<file path="config.mk">
export PLATFORM = sky130hd
export DESIGN_NAME = des_key_schedule
export DESIGN_NICKNAME = d
export VERILOG_FILES = /design/src/rtl/des_key_schedule.sv
export SDC_FILE = /design/constraint.sdc
export NUM_CORES = 1
export LEC_CHECK = 0
export ABC_AREA = 1
export ABC_CLOCK_PERIOD_IN_PS = 2100
export BUFFER_PORTS_ARGS = -buffer_cell sky130_fd_sc_hd__buf_4
export CORE_ASPECT_RATIO = 1.5
export CORE_MARGIN = 2
export CORE_UTILIZATION = 50
export CTS_CLUSTER_SIZE = 8
export DETAILED_ROUTE_END_ITERATION = 7
export PLACE_DENSITY_LB_ADDON = 0.3
export SYNTH_ARGS = -nofsm -noshare
export SYNTH_HDL_FRONTEND = slang
export SYNTH_SLANG_ARGS = --single-unit
</file>
<file path="constraint.sdc">
create_clock -name clk -period 2.1 [get_ports clk]
set_input_delay 0 -clock clk [delete_from_list [all_inputs] [get_ports clk]]
set_output_delay 0 -clock clk [all_outputs]
set_load 0.005 [all_outputs]
</file>
<file path="src/rtl/des_key_schedule.sv">
// des_key_schedule: DES (FIPS 46-3) subkey generator, K1..K16 or K16..K1, one subkey per valid/ready handshake
//   clk, rst_n          : clock, asynchronous active-low reset
//   start, decrypt      : request a schedule in IDLE; decrypt selects K16..K1 order
//   key_in [64:1]       : DES key, bit 1 is the MSB (key_in[64]); parity bits ignored
//   busy                : schedule in progress
//   subkey_valid/ready  : subkey handshake; subkey and round_idx held while not ready
//   subkey [48:1]       : PC-2 output of the presented round
//   round_idx [4:1]     : presented DES round minus 1
//   done                : one-cycle pulse after the 16th subkey is accepted
module des_key_schedule (
  input  logic        clk,
  input  logic        rst_n,
  input  logic        start,
  input  logic        decrypt,
  input  logic [64:1] key_in,
  output logic        busy,
  output logic        subkey_valid,
  input  logic        subkey_ready,
  output logic [48:1] subkey,
  output logic [4:1]  round_idx,
  output logic        done
);
  typedef enum logic {IDLE, RUN} state_e;
  localparam int PC1 [56] = '{57, 49, 41, 33, 25, 17,  9,  1, 58, 50, 42, 34, 26, 18,
                              10,  2, 59, 51, 43, 35, 27, 19, 11,  3, 60, 52, 44, 36,
                              63, 55, 47, 39, 31, 23, 15,  7, 62, 54, 46, 38, 30, 22,
                              14,  6, 61, 53, 45, 37, 29, 21, 13,  5, 28, 20, 12,  4};
  localparam int PC2 [48] = '{14, 17, 11, 24,  1,  5,  3, 28, 15,  6, 21, 10,
                              23, 19, 12,  4, 26,  8, 16,  7, 27, 20, 13,  2,
                              41, 52, 31, 37, 47, 55, 30, 40, 51, 45, 33, 48,
                              44, 49, 39, 56, 34, 53, 46, 42, 50, 36, 29, 32};
  // bit i set when the 0-based round i of the encrypt schedule shifts by 2
  localparam logic [15:0] TWO = 16'h7EFC;
  state_e      state_q;
  logic [27:0] c_q, d_q, c_d, d_d;
  logic [3:0]  step_q;
  logic        dec_q, done_q, run, two;
  logic [55:0] pc1, cd;
  logic [48:1] pc2;
  logic        unused_parity;
  function automatic logic [27:0] rot(input logic [27:0] x, input logic right, input logic by2);
    return right ? (by2 ? {x[1:0], x[27:2]} : {x[0], x[27:1]})
                 : (by2 ? {x[25:0], x[27:26]} : {x[26:0], x[27]});
  endfunction
  // DES bit n of the key is key_in[65-n]; DES bit n of C||D sits at index 56-n
  for (genvar i = 0; i < 56; i++) begin : g_pc1
    assign pc1[55-i] = key_in[65-PC1[i]];
  end
  assign cd = {c_q, d_q};
  for (genvar i = 0; i < 48; i++) begin : g_pc2
    assign pc2[48-i] = cd[56-PC2[i]];
  end
  assign unused_parity = ^{key_in[57], key_in[49], key_in[41], key_in[33],
                           key_in[25], key_in[17], key_in[9], key_in[1]};
  // decrypt undoes round 16-step; encrypt prepares round step+2 (wraps to the round-1 shift after the last step,
  // so C/D return to their loaded value after 16 rotates in both directions)
  assign two = TWO[dec_q ? ~step_q : step_q + 4'd1];
  assign c_d = rot(c_q, dec_q, two);
  assign d_d = rot(d_q, dec_q, two);
  assign run          = state_q == RUN;
  assign busy         = run;
  assign subkey_valid = run;
  assign done         = done_q;
  assign subkey       = run ? pc2 : '0;
  assign round_idx    = run ? (dec_q ? ~step_q : step_q) : '0;
  always_ff @(posedge clk or negedge rst_n) begin
    if (!rst_n) begin
      state_q <= IDLE;
      c_q     <= '0;
      d_q     <= '0;
      step_q  <= '0;
      dec_q   <= 1'b0;
      done_q  <= 1'b0;
    end else begin
      done_q <= 1'b0;
      if (state_q == IDLE) begin
        if (start) begin
          state_q <= RUN;
          dec_q   <= decrypt;
          step_q  <= '0;
          c_q     <= decrypt ? pc1[55:28] : rot(pc1[55:28], 1'b0, 1'b0);
          d_q     <= decrypt ? pc1[27:0] : rot(pc1[27:0], 1'b0, 1'b0);
        end
      end else if (subkey_ready) begin
        c_q    <= c_d;
        d_q    <= d_d;
        step_q <= step_q + 4'd1;
        if (step_q == 4'd15) begin
          state_q <= IDLE;
          done_q  <= 1'b1;
        end
      end
    end
  end
endmodule

</file>
==> results of run 1 <==
[synthesized netlist by cell type (all sizes together)]
| master | n | share of area |
|---|---|---|
| nand3 | 285 | 0.27 |
| inv | 118 | 0.077 |
| nor2 | 116 | 0.076 |
| o21ai | 116 | 0.10 |
| nand2 | 85 | 0.058 |
| dfrtp | 63 | 0.27 |
| a21oi | 59 | 0.051 |
| buf | 42 | 0.054 |
| clkbuf | 38 | 0.025 |
| ha | 3 | 0.0065 |
| nand4 | 2 | 0.0022 |
| nor3 | 1 | 0.00087 |
| o22ai | 1 | 0.0011 |
[kinds of logic after synthesis]
kind of cell,synth area share
adders and majority gates,0.006515
AOI/OAI and AO/OA,0.1531
and+or+nand+nor,0.4106
DFF,0.2736
buffers and inverters,0.1561
[layer usage]
layer  track usage  vias to the layer above
met5             0                        -
met4        0.1145                        0
met3       0.03673                      108
met2        0.5176                      378
met1        0.3140                     3312
li1              -                     3286
[sequential cells by signal, summed over array words and instances (netlist names)]
register	count
c_q	28
d_q	28
step_q	4
busy	1
dec_q	1
done	1
[how the worst max path moves through the flow]
stage	cells after the start	slack, ns	startpoint	endpoint
final	14	-0.07	dec_q$_DFFE_PN0P_	c_q[21]$_DFFE_PN0P_
after global routing	14	-0.15	dec_q$_DFFE_PN0P_	c_q[21]$_DFFE_PN0P_
after CTS	14	0.03	dec_q$_DFFE_PN0P_	d_q[17]$_DFFE_PN0P_
after detailed placement	12	0.03	dec_q$_DFFE_PN0P_	c_q[0]$_DFFE_PN0P_
after global placement	14	0.10	dec_q$_DFFE_PN0P_	d_q[18]$_DFFE_PN0P_
after floorplan	17	0.05	dec_q$_DFFE_PN0P_	c_q[10]$_DFFE_PN0P_
[repair_timing]
| item | in CTS | in global routing |
|---|---|---|
| hold endpoints to repair | 64 | 0 |
| hold buffers | 2 | 0 |
| endpoints found under the setup margin | 1 | 56 |
| pin swaps | 0 | 28 |
| gates cloned | 0 | 15 |
| setup buffers | 0 | 5 |
| resized for setup | 1 | 96 |
[power groups by stage]
| stage | clock, W | combinational, W | sequential (W) |
|---|---|---|---|
| global route | 0.00140 | 0.0124 | 0.00246 |
| global placement | 0 | 0.00872 | 0.00233 |
| floorplan | 0 | 0.00675 | 0.00214 |
| finish | 0.00135 | 0.0115 | 0.00239 |
| detailed placement | 0 | 0.00887 | 0.00235 |
| CTS | 0.00135 | 0.00893 | 0.00233 |
[area by class of cell]
| class | count | share of cell area |
|---|---|---|
| Tap cell | 150 | 0.02436 |
| Timing Repair Buffer | 162 | 0.2016 |
| Sequential cell | 63 | 0.2055 |
| Clock buffer | 12 | 0.03070 |
| Inverter | 118 | 0.05912 |
| Multi-Input combinational cell | 669 | 0.4759 |
| Clock inverter | 4 | 0.002924 |
[through the flow]
stage            util  cell area, um2
2_1_floorplan       -            5762
3_3_place_gp   0.5893            6689
3_5_place_dp   0.5893            6689
4_1_cts        0.6141            6970
5_1_grt        0.6787            7704
6_report       0.6787            7704
[critical path, delay by kind of cell, from the launching register on]
kind,cells,cell delay (ns)
and+or+nand+nor,8,0.85
DFF,1,0.49
buffers and inverters,4,0.42
AOI/OAI and AO/OA,1,0.15
adders and majority gates,1,0.18
==> impl_metrics.py, run 1 <==
metrics = {
    "status": {
        "status": "finished with violations",
        "violations": "negative setup slack",
    },
    "worst_setup_path": {
        "required_ns": 2.37,
        "worstReg2RegEnd": "c_q[21]$_DFFE_PN0P_",
        "endpoint_kind": "flip-flop",
        "worstSetupStartpointType": "flip-flop",
        "crit_slowest_cell": "dfrtp_2",
        "worstPathMaxFanout": 8,
        "cp_cell_sequence": "clkinv_4, ha_4, nor2_4, inv_1, nand2_2, inv_2, nand2_2, nand2_4, nand2_8, clkbuf_16, nand3_2, nand3_1, nand3_1, a21oi_1",
        "reg2reg_depth": 14,
        "arrival_ns": 2.44,
        "r2r_slack_ns": -0.07,
        "path_class": "reg -> reg",
        "rr_startpoint": "dec_q$_DFFE_PN0P_",
        "slowest_delay_ns": 0.49,
    },
    "timing": {
        "tightest_slew_ns": 0.5405,
        "fmax_ghz": 0.4616,
        "fin_crit_ns": 2.166,
        "finalMaxSlewViolations": 0,
        "setup_viol": 11,
        "slew_headroom": 0.6397,
        "holdWs_ns": 0.02557,
        "grt_setup_unrepaired": "yes",
        "tns_ns": -0.2053,
        "period_share": 1.032,
        "final-hold-violation-count": 0,
        "setup_ws_ns": -0.06645,
        "skew_ns": 0.006052,
    },
    "pwr": {
        "power_frac_comb": 0.755,
        "finalPower_w": 0.01528,
        "pwr-share-seq": 0.156,
        "leakage_nw": 4.080,
        "swShare": 0.5091,
        "ir_drop_v": 0.001016,
        "p_per_area_nw_per_um2": 1983,
        "p_clk_frac": 0.089,
        "p_sw_w": 0.007778,
        "p_int_w": 0.007499,
    },
    "cells_and_area": {
        "final_common_cell": "nand3_1",
        "drive_gt1_frac": 0.2763,
        "fin_cells": 1178,
        "multiInputGateArea_um2": 3666,
        "antennaDiodeCount": 0,
        "fill_cells": 1015,
        "nets": 1095,
        "regArea_um2": 1583,
        "final_cell_mix": "219 x nand3_1, 132 x buf_4, 116 x o21ai_0, 114 x nor2_1, 112 x inv_1",
        "syn_to_final_growth_pct": 33.70,
    },
    "detailed_routing": {
        "routedWlPerCell_um": 16.80,
        "drtPass1Iterations": 6,
        "vias": 7084,
        "wirelength_mm": 19.79,
        "wl_met2_mm": 10.46,
        "via_per_inst": 6.014,
        "drc": 0,
        "top_layer": "met4",
        "drt_iter0_markers": 767,
        "wl_met1_mm": 6.896,
        "final_antenna_net_count": 0,
        "dr_wl_met3_mm": 1.373,
    },
    "clocking": {
        "clock_path_buffers": 2,
        "htree_levels": 3,
        "cts_sinks": 63,
        "clkTransAtPathRegs_ns": 0.06,
        "insertion_delay_ns": 0.34,
        "cts_tree": "done",
        "numCtsBuffers": 9,
        "clock-root-buffer": "clkbuf_16",
    },
    "min_path": {
        "min_from": "subkey_ready",
        "hold_depth": 3,
        "hold_end": "done$_DFF_PN0_",
        "hp-class": "in -> reg",
    },
    "synthesis": {
        "mappedNetlistArea_um2": 5762,
        "netlist_instances": 929,
        "ys_ff_latch": 63,
        "yosys_warnings": 0,
        "syn_avg_cell_area_um2": 6.202,
        "synth_cell_type_count": 21,
        "mappedNetlistNets": 1001,
        "ys_seq_area_frac": 0.2736,
    },
    "floorplan": {
        "dieArea_um2": 12420,
        "die_y_um": 135.5,
        "start_util": 0.5076,
        "core.rowCount": 48,
        "dieWidth_um": 91.65,
        "io_pins": 124,
        "placeableCoreArea_um2": 11350,
    },
    "global_routing": {
        "antenna_found_initial": 0,
        "gr-usage-all-layers": 0.2773,
        "grt_max_degree": 112,
        "grt_pass1_wl_mm": 28.30,
        "grt_pass1_vias": 6233,
        "gr-total-overflow": 0,
    },
    "placed_design": {
        "hpwl_mm": 11.50,
        "place_ws_ns": 0.03140,
        "gp_congestion": 0.9142,
        "io_buffers": 115,
        "dp_cells": 1140,
    },
    "run": {
        "max_cap_violations": 0,
    },
}
Note: power is estimated with default switching activity, not from simulation.
==> run 2: changes to the inputs <==
==> constraint.sdc (replaced) <==
create_clock -name clk -period 2.1 [get_ports clk]
set_input_delay 0.105 -clock clk [delete_from_list [all_inputs] [get_ports clk]]
set_output_delay 0.105 -clock clk [all_outputs]
set_load 0.005 [all_outputs]
==> run 2 against run 1 <==
  * The run now ends clean
  * Setup slack gained 0.12 ns
  * First-iteration DRC count decreased by 13%
  * Design area is 2.4% lower
  * Critical endpoint is now c_q[23]$_DFFE_PN0P_
==> impl_metrics.py, run 2 (synthesis gave the netlist of run 1 again) <==
metrics = {
    "timing": {
        "final-hold-violation-count": 0,
        "tns_ns": 0,
        "holdWs_ns": 0.01352,
        "fmax_ghz": 0.4877,
        "period_share": 0.9764,
        "grt_setup_unrepaired": "yes",
        "finalMaxSlewViolations": 0,
        "setup_viol": 0,
        "fin_crit_ns": 2.050,
        "skew_ns": 0.004925,
        "tightest_slew_ns": 0.5516,
        "slew_headroom": 0.6323,
    },
    "pwr": {
        "p_sw_w": 0.007275,
        "power_frac_comb": 0.745,
        "p_clk_frac": 0.095,
        "ir_drop_v": 0.001040,
        "p_int_w": 0.007359,
        "p_per_area_nw_per_um2": 1946,
        "pwr-share-seq": 0.160,
        "swShare": 0.4971,
        "leakage_nw": 4.014,
    },
    "floorplan": {
        "start_util": 0.5076,
        "io_pins": 124,
        "core.rowCount": 48,
        "dieWidth_um": 91.65,
        "dieArea_um2": 12420,
        "placeableCoreArea_um2": 11350,
        "die_y_um": 135.5,
    },
    "detailed_routing": {
        "drc": 0,
        "drtPass1Iterations": 6,
        "final_antenna_net_count": 0,
        "drt_iter0_markers": 667,
        "routedWlPerCell_um": 16.12,
        "vias": 6921,
        "via_per_inst": 5.880,
        "wirelength_mm": 18.98,
    },
    "global_routing": {
        "grt_pass1_wl_mm": 28.35,
        "grt_max_degree": 105,
        "gr-total-overflow": 0,
        "gr-usage-all-layers": 0.2779,
        "antenna_found_initial": 0,
        "grt_pass1_vias": 6174,
    },
    "placed_design": {
        "gp_congestion": 0.8786,
        "placed_area_um2": 6696,
        "io_buffers": 115,
        "dp_cells": 1141,
        "hpwl_mm": 11.51,
    },
    "cells_and_area": {
        "antennaDiodeCount": 0,
        "final_cell_mix": "242 x nand3_1, 134 x buf_4, 116 x o21ai_0, 115 x nor2_1, 112 x inv_1",
        "largestRegisters": "c_q (28), d_q (28), step_q (4)",
        "utilization": 0.6624,
        "nets": 1095,
        "final_common_cell": "nand3_1",
        "syn_to_final_growth_pct": 30.49,
        "fin_cells": 1177,
        "fin_area_um2": 7518,
        "drive_gt1_frac": 0.2434,
    },
    "worst_setup_path": {
        "slowest_delay_ns": 0.43,
        "cp_top_family": "simple AND/OR/NAND/NOR gates",
        "crit_slowest_cell": "dfrtp_1",
        "path_class": "reg -> reg",
        "worst-path-buf-inv": 1,
        "required_ns": 2.37,
        "worstPathMaxFanout": 10,
        "cp_cell_sequence": "ha_2, nand2_2, nand2_2, nand2_2, nand2_1, nand2_1, nand2_4, buf_12, nand3_1, nand3_1, nand3_1, a21oi_1",
        "endpoint_kind": "flip-flop",
        "arrival_ns": 2.32,
        "worstSetupStartpointType": "flip-flop",
    },
    "clocking": {
        "clock-root-buffer": "clkbuf_16",
        "htree_levels": 3,
        "cts_tree": "done",
        "numCtsBuffers": 9,
        "clkTransAtPathRegs_ns": 0.05,
        "clock_path_buffers": 2,
        "cts_sinks": 63,
        "insertion_delay_ns": 0.34,
    },
    "status": {
        "status": "finished, final reports clean",
    },
    "run": {
        "max_cap_violations": 0,
    },
    "min_path": {
        "hp-class": "in -> reg",
    },
}
run 2: cell types whose count changed in the layout (fill, tap and decap cells not counted), moves of 3 or more:
cell,previous run,this run
nand2_1,70,73
a21oi_2,16,10
a21oi_1,43,49
nand3_2,64,41
nand3_1,219,242
run 2: power by group through the flow:
stage,registers [W],logic [W],clock network (W)
3_3_place_gp,0.00232,0.00872,0
6_report,0.00234,0.0109,0.00139
4_1_cts,0.00231,0.00892,0.00139
3_5_place_dp,0.00233,0.00885,0
2_1_floorplan,0.00214,0.00675,0
5_1_grt,0.00242,0.0119,0.00145
run 2: cell type report:
cell class                 count  area (um2)
clock buffer                  14       264.0
sequential                    63        1582
tap                          150       187.7
fill                        1020        3832
timing repair buffer         162        1556
clock inverter                 1       5.005
inverter                     118       447.9
multi-input combinational    669        3476
run 2: worst min-delay path, delay by kind of cell:
kind,cells,cell delay (ns)
buffers and inverters,1,0.08
AND/OR/NAND/NOR,2,0.12
run 2: metal layers:
| metal | track usage | routed length (um) |
|---|---|---|
| met5 | 0 | 0 |
| met3 | 0.02727 | 1208 |
| met1 | 0.3165 | 6952 |
| met2 | 0.5069 | 9757 |
| met4 | 0.1498 | 1060 |
run 2: stage by stage:
step | setup WS [ns] | total power [W]
after floorplan | 0.04945 | 0.008898
after global placement | 0.1226 | 0.01104
after detailed placement | 0.03423 | 0.01117
after CTS | 0.01408 | 0.01262
after global routing | -0.09107 | 0.01577
final | 0.04961 | 0.01463
run 2: timing repair:
action / in CTS / in global routing
gates resized for setup: 0 / 55
hold buffers: 1 / 0
buffers inserted: 0 / 7
endpoints found under the setup margin: 0 / 56
endpoints found under the hold margin: 33 / 0
run 2: final timing paths:
kind	start	to	slack [ns]	cells past startpoint
setup reg to reg	step_q[0]$_DFFE_PN0P_	c_q[23]$_DFFE_PN0P_	0.05	12
min in group asynchronous	rst_n	busy$_DFF_PN0_	0.27	2
setup / recovery	step_q[0]$_DFFE_PN0P_	c_q[23]$_DFFE_PN0P_	0.05	12
hold / removal	start	busy$_DFF_PN0_	0.01	3
hold reg to reg	d_q[2]$_DFFE_PN0P_	d_q[2]$_DFFE_PN0P_	0.58	2
max in group asynchronous	rst_n	c_q[22]$_DFFE_PN0P_	1.22	3
